[src/rtl/register_file_pc.sv]
// Register file with two combinational read ports, one write port and a
// self-incrementing PC mapped at the top address. Define RF_BYPASS_EN for write-through reads.
module register_file_pc #(
    parameter int W        = 17,
    parameter int AW       = 3,
    parameter int ZERO_REG = 0,
    parameter int PC_STEP  = 1,
    parameter int PC_RESET = 0
) (
    input  logic          clk,
    input  logic          reset,
    input  logic          WE,
    input  logic [AW-1:0] A1,
    input  logic [AW-1:0] A2,
    input  logic [AW-1:0] A3,
    input  logic [W-1:0]  data,
    input  logic          PC_EN,
    output logic [W-1:0]  PC,
    output logic [W-1:0]  RD1,
    output logic [W-1:0]  RD2
);

    localparam int            DEPTH  = 2 ** AW;
    localparam logic [AW-1:0] PC_IDX = AW'(DEPTH - 1);

    logic [W-1:0]  pc_reg;
    logic [W-1:0]  pc_next;
    logic [W-1:0]  rf_word [DEPTH];
    logic          wr_drop;
    logic          wr_gp;
    logic          wr_pc;
    logic [AW-1:0] rd_addr [2];
    logic [W-1:0]  rd_data [2];

    // Writes to R0 vanish when it is hardwired to zero; PC writes are never dropped.
    assign wr_drop = (ZERO_REG != 0) && (A3 == '0);
    assign wr_pc   = WE && (A3 == PC_IDX);
    assign wr_gp   = WE && (A3 != PC_IDX) && !wr_drop;

    genvar gi;
    generate
        for (gi = 0; gi < DEPTH - 1; gi++) begin : g_reg
            if (ZERO_REG != 0 && gi == 0) begin : g_zero
                assign rf_word[gi] = '0;
            end else begin : g_flop
                logic [W-1:0] word_reg;
                always_ff @(posedge clk or negedge reset) begin
                    if (!reset) begin
                        word_reg <= '0;
                    end else if (wr_gp && (A3 == AW'(gi))) begin
                        word_reg <= data;
                    end
                end
                assign rf_word[gi] = word_reg;
            end
        end
    endgenerate

    // The PC occupies the top slot so reads of PC_IDX fall out of the same mux.
    assign rf_word[DEPTH-1] = pc_reg;

    // Explicit write beats increment; the increment wraps silently.
    always_comb begin
        pc_next = pc_reg;
        if (wr_pc) begin
            pc_next = data;
        end else if (PC_EN) begin
            pc_next = pc_reg + W'(PC_STEP);
        end
    end

    always_ff @(posedge clk or negedge reset) begin
        if (!reset) begin
            pc_reg <= W'(PC_RESET);
        end else begin
            pc_reg <= pc_next;
        end
    end

    assign PC = pc_reg;

    assign rd_addr[0] = A1;
    assign rd_addr[1] = A2;

    generate
        for (gi = 0; gi < 2; gi++) begin : g_rd
            logic [W-1:0] port_val;
            always_comb begin
                port_val = rf_word[rd_addr[gi]];
`ifdef RF_BYPASS_EN
                // Only real writes are forwarded; an increment-only PC update is not.
                if ((wr_gp || wr_pc) && (rd_addr[gi] == A3)) begin
                    port_val = data;
                end
`endif
            end
            assign rd_data[gi] = port_val;
        end
    endgenerate

    assign RD1 = rd_data[0];
    assign RD2 = rd_data[1];

endmodule
[config.mk]
export PLATFORM = sky130hd
export DESIGN_NAME = register_file_pc
export DESIGN_NICKNAME = d
export VERILOG_FILES = /design/src/rtl/register_file_pc.sv
export SDC_FILE = /design/constraint.sdc
export NUM_CORES = 1
export LEC_CHECK = 0
export BUFFER_PORTS_ARGS = -buffer_cell sky130_fd_sc_hd__buf_2
export CORE_ASPECT_RATIO = 0.7
export CORE_UTILIZATION = 64
export DETAILED_ROUTE_END_ITERATION = 12
export HOLD_SLACK_MARGIN = 0.15
export PLACE_DENSITY_LB_ADDON = 0.25
export SLEW_MARGIN = 20
export SYNTH_ARGS = -nofsm -noshare
export SYNTH_HDL_FRONTEND = slang
export SYNTH_SLANG_ARGS = --single-unit
[constraint.sdc]
create_clock -name clk -period 4.15 [get_ports clk]
set_clock_uncertainty 0.1 [all_clocks]
set_input_delay 0.2075 -clock clk [delete_from_list [all_inputs] [get_ports clk]]
set_output_delay 0.2075 -clock clk [all_outputs]
set_load 0.01 [all_outputs]
; ---- Yosys cells after proc, flatten, opt, wreduce, memory -nomap -nowiden
; Cells that the tools add are included.
[totals]
ff_bits = 136
inputBits = 30
word_cells = 40
[classes]
add_sub_neg = 1
order_cmp = 2
n_eq_ne = 8
n_mux = 8
bitwise_logic = 2
n_reduce_logical = 11
[ops]
columns = operator, count
row1 = binary-select mux 17 bit (select 3 bit), 2
row2 = two-way mux 17 bit, 6
row3 = adder 17 x 1 -> 17 bit (second input constant), 1
row4 = equality test 3 bit (second input constant), 4
row5 = logical AND 1 bit, 9
row6 = >= comparator 4 bit (second input constant), 2
row7 = NOT 3 -> 4 bit, 2
row8 = equality test 3 x 2 -> 1 bit (second input constant), 2
row9 = equality test 3 x 1 -> 1 bit (second input constant), 1
row10 = logical NOT 3 bit, 1
row11 = inequality test 3 bit (second input constant), 1
row12 = nonzero test 2 bit, 1

; ---- Logic depth before layout (Yosys ltp)
[depth]
ltp_word = 4
ltp_mapped = 6
ltp_nobuf = 5

; ---- Worst setup path before layout
; OpenSTA, ideal clock, no wires.
[synth_timing]
kind = input-to-output
start = input A1[0]
end = output RD1[3]
arrival_time_ns = 1.331
required_time_ns = 3.843
slack_ns = 2.511
stages = 4
path_cell_list = buf_6 -> buf_6 -> mux4_1 -> mux2_2
[synth_via]
elab_chain_len = 4
[synth_rtl]
columns = item, line
row1 = from (decl), 13  ; input logic [AW-1:0] A1,
row2 = NOT 3 -> 4 bit (implied by the code), 89  ; port_val = rf_word[rd_addr[gi]];
row3 = binary-select mux 17 bit (select 3 bit), 89
row4 = two-way mux 17 bit (implied by the code) (2 in series), 89
row5 = to (decl), 19  ; output logic [W-1:0] RD1,
; No other way between the ends. The select of a mux whose other input is x is not followed.

; ---- Final worst setup path
[layout_timing]
start = input A1[0]
end = output RD1[9]
; Same word-level chain as after synthesis.

==> qor.csv <==
stage,metric,value,unit
outcome,status,"finished, final reports clean",
clocking,cts_buffer_depth,2,
die,chipHeight,93.3,µm
grt,grt-ovfl-total,0,
sta,hold_viol_final,0,
cells_and_area,synthToLayoutAreaGrowth,15.6,%
min_path,hp-class,in2reg,
min_path,hp-start,PC_EN,
flow_run,cap_violations,0,
clocking,cts.sink_count,136,
clocking,root_buffer,clkbuf_16,
cells_and_area,final_design_area_no_fill,8800,µm²
synthesis,ys_types,35,
clocking,cts_setup_buffers,0,
cells_and_area,nNetsFinal,611,
cells_and_area,fillers,685,
sta,tightestPinTransition,1.14,ns
placed_design,gp_congestion,0.765,
routing,detail-route-antenna-nets,0,
synthesis,synthTopCellsByArea,"dfrtp_1, mux2_2, mux4_2",
setup_path,required,3.84,ns
power_and_ir_drop,power,4.67,mW
sta,fin_crit_sh,60.2,%
grt,grt_max_degree,137,
routing,wl,17300,µm
sta,fin_setup_tns,0,ns
synthesis,yosysSeqAreaShare,44.7,%
grt,grt_pass1_vias,5128,
synthesis,syn_area,7610,µm²
clocking,clk_pin_slew,0.05,ns
synthesis,synth.mux.area_fraction,43.1,%
placed_design,place_area,7990,µm²
sta,setup_viol,0,
routing,wl_per_cell,23.3,µm
synthesis,avgSynthCellArea,15.4,µm²
synthesis,synth-xor-area-share,1.50,%
setup_path,timing.rr.start,PC[0],
sta,rsz0062_at_grt,no,
placed_design,dpl.hpwl,10500,µm
setup_path,worstSetupPathType,in2out,
routing,avgViaCountPerCell,6.56,
die,ios,81,
routing,vias,4890,
routing,drc,0,
setup_path,cp-end-kind,output pin,
routing,drt_iter0_drc,369,
cells_and_area,drive_gt1_share,58.1,%
die,fp.dieW,132,µm
power_and_ir_drop,p_leak,3.64,nW
synthesis,yosysWarnings,0,
setup_path,arrival,2.19,ns
sta,hold_slack,0.155,ns
synthesis,synth_compound_area_share,1.18,%
die,die-area,12300,µm²
cells_and_area,utilization,78.0,%
synthesis,synth_top_family_by_area,multiplexers,
grt,grt_use_total,31.0,%
power_and_ir_drop,powerDensity,531,nW/µm²
placed_design,numPortBuffers,80,
clocking,cts_resized,0,
clocking,cts_buffers,17,
synthesis,synth_top_area_share,44.7,%
cells_and_area,multi_input_area,3910,µm²
setup_path,startpoint,A1[0],
die,core-area,11300,µm²
routing,detail_route.first_pass.iterations,5,
sta,fmax,400,MHz
die,start_util,67.4,%
grt,grt_pass1_wl,28300,µm
power_and_ir_drop,vdd_ir_drop_max,0.000351,V
sta,relSlewSlack,23.9,%
sta,period_needed,2.50,ns
synthesis,synth_adder_area_share,0.164,%
cells_and_area,final-seq-area,3400,µm²
synthesis,yosysTopAreaCell,dfrtp_1,
clocking,insertion_delay,0.42,ns
grt,antenna_found_initial,0,
setup_path,startpoint_type,primary input,
clocking,cts_tree,done,
clocking,hold_buffers,19,
cells_and_area,most-common-layout-cells,"mux2_2, dfrtp_1, buf_2, mux4_2, nand2_1",
synthesis,synth_fp_nets,524,
synthesis,netlist_instances,493,
cells_and_area,n_antenna_cell,0,
setup_path,rrSetupSlack,2.27,ns
setup_path,crit_fanout,24,
sta,final_max_slew_viol_count,0,
clocking,htree_levels,4,
synthesis,synth_seq_cells,136,
cells_and_area,largest_reg_flops,119,
cells_and_area,final_common_cell,mux2_2,
synthesis,synth_simple_gate_area_share,5.44,%
die,row_count,32,
-- power breakdown --
| part | total (mW) | leakage (nW) | switching [mW] | internal, mW |
|---|---|---|---|---|
| sequential | 1.94 | 1.63 | 0.310 | 1.63 |
| combinational | 1.19 | 1.72 | 0.464 | 0.724 |
| clock | 1.54 | 0.288 | 0.566 | 0.973 |
-- kinds of logic after synthesis --
family	after synthesis
XOR/XNOR	13
flip-flops	136
adder cells (fa/ha/maj)	1
multiplexers	223
buffers and inverters	40
AND/OR/NAND/NOR	63
AO/OA/AOI/OAI	17
-- path summary, 6_finish.rpt --
kind / end / depth (start not counted)
worst max register to register: PC[16] / 5
worst min-delay path: PC[1] / 3
max in group asynchronous: g_reg[5].g_flop.word_reg[8] / 3
min in group asynchronous: g_reg[0].g_flop.word_reg[0] / 3
worst max-delay path: RD1[9] / 5
worst min register to register: g_reg[5].g_flop.word_reg[3] / 1
-- final cells by class --
class | count | area share, %
multi-input combinational | 317 | 44.4
clock buffer | 20 | 5.19
timing repair buffer | 105 | 7.70
inverter | 3 | 0.128
tap | 153 | 2.17
clock inverter | 11 | 1.69
sequential | 136 | 38.7
-- stage by stage --
stage                     worst slack (ns)  std cells
final                                 1.65        745
after floorplan                       2.51        493
after global routing                  1.50        745
after detailed placement              1.62        694
after global placement                1.65        693
after CTS                             1.60        744
-- Yosys cell counts --
master	number
buf_2	9
buf_4	4
clkbuf_1	3
buf_6	15
nand3b_1	1
nand2_1	23
mux4_2	66
and3_1	1
nor3_1	4
clkbuf_2	2
o21ai_0	15
mux4_1	2
inv_1	3
xor2_1	4
nor3_4	2
dfrtp_1	136
ha_1	1
nand4_4	1
nor3b_4	2
nor2_1	5
nor4_1	5
a31oi_1	1
nand2b_1	1
nand2b_4	1
mux2i_1	2
mux2_2	153
o31a_1	1
and2_1	1
buf_1	3
and4_1	2
nand4b_2	3
nand3_1	4
nand4_1	7
xnor2_1	9
clkdlybuf4s15_2	1
-- routing by layer --
| metal | vias up | share of wire (%) | GRT usage, % |
|---|---|---|---|
| li1 | 2100 | - | - |
| met1 | 2587 | 43 | 43.1 |
| met2 | 177 | 49 | 49.8 |
| met3 | 26 | 6.4 | 6.50 |
| met4 | 0 | 1.9 | 9.77 |
| met5 | - | 0 | 0 |
-- worst max-delay path, stage by stage --
cell and delay [ns]:
buf_2 0.66, buf_4 0.35, mux4_2 0.53, mux2_2 0.28, buf_2 0.14
(Power assumes the default switching activity.)
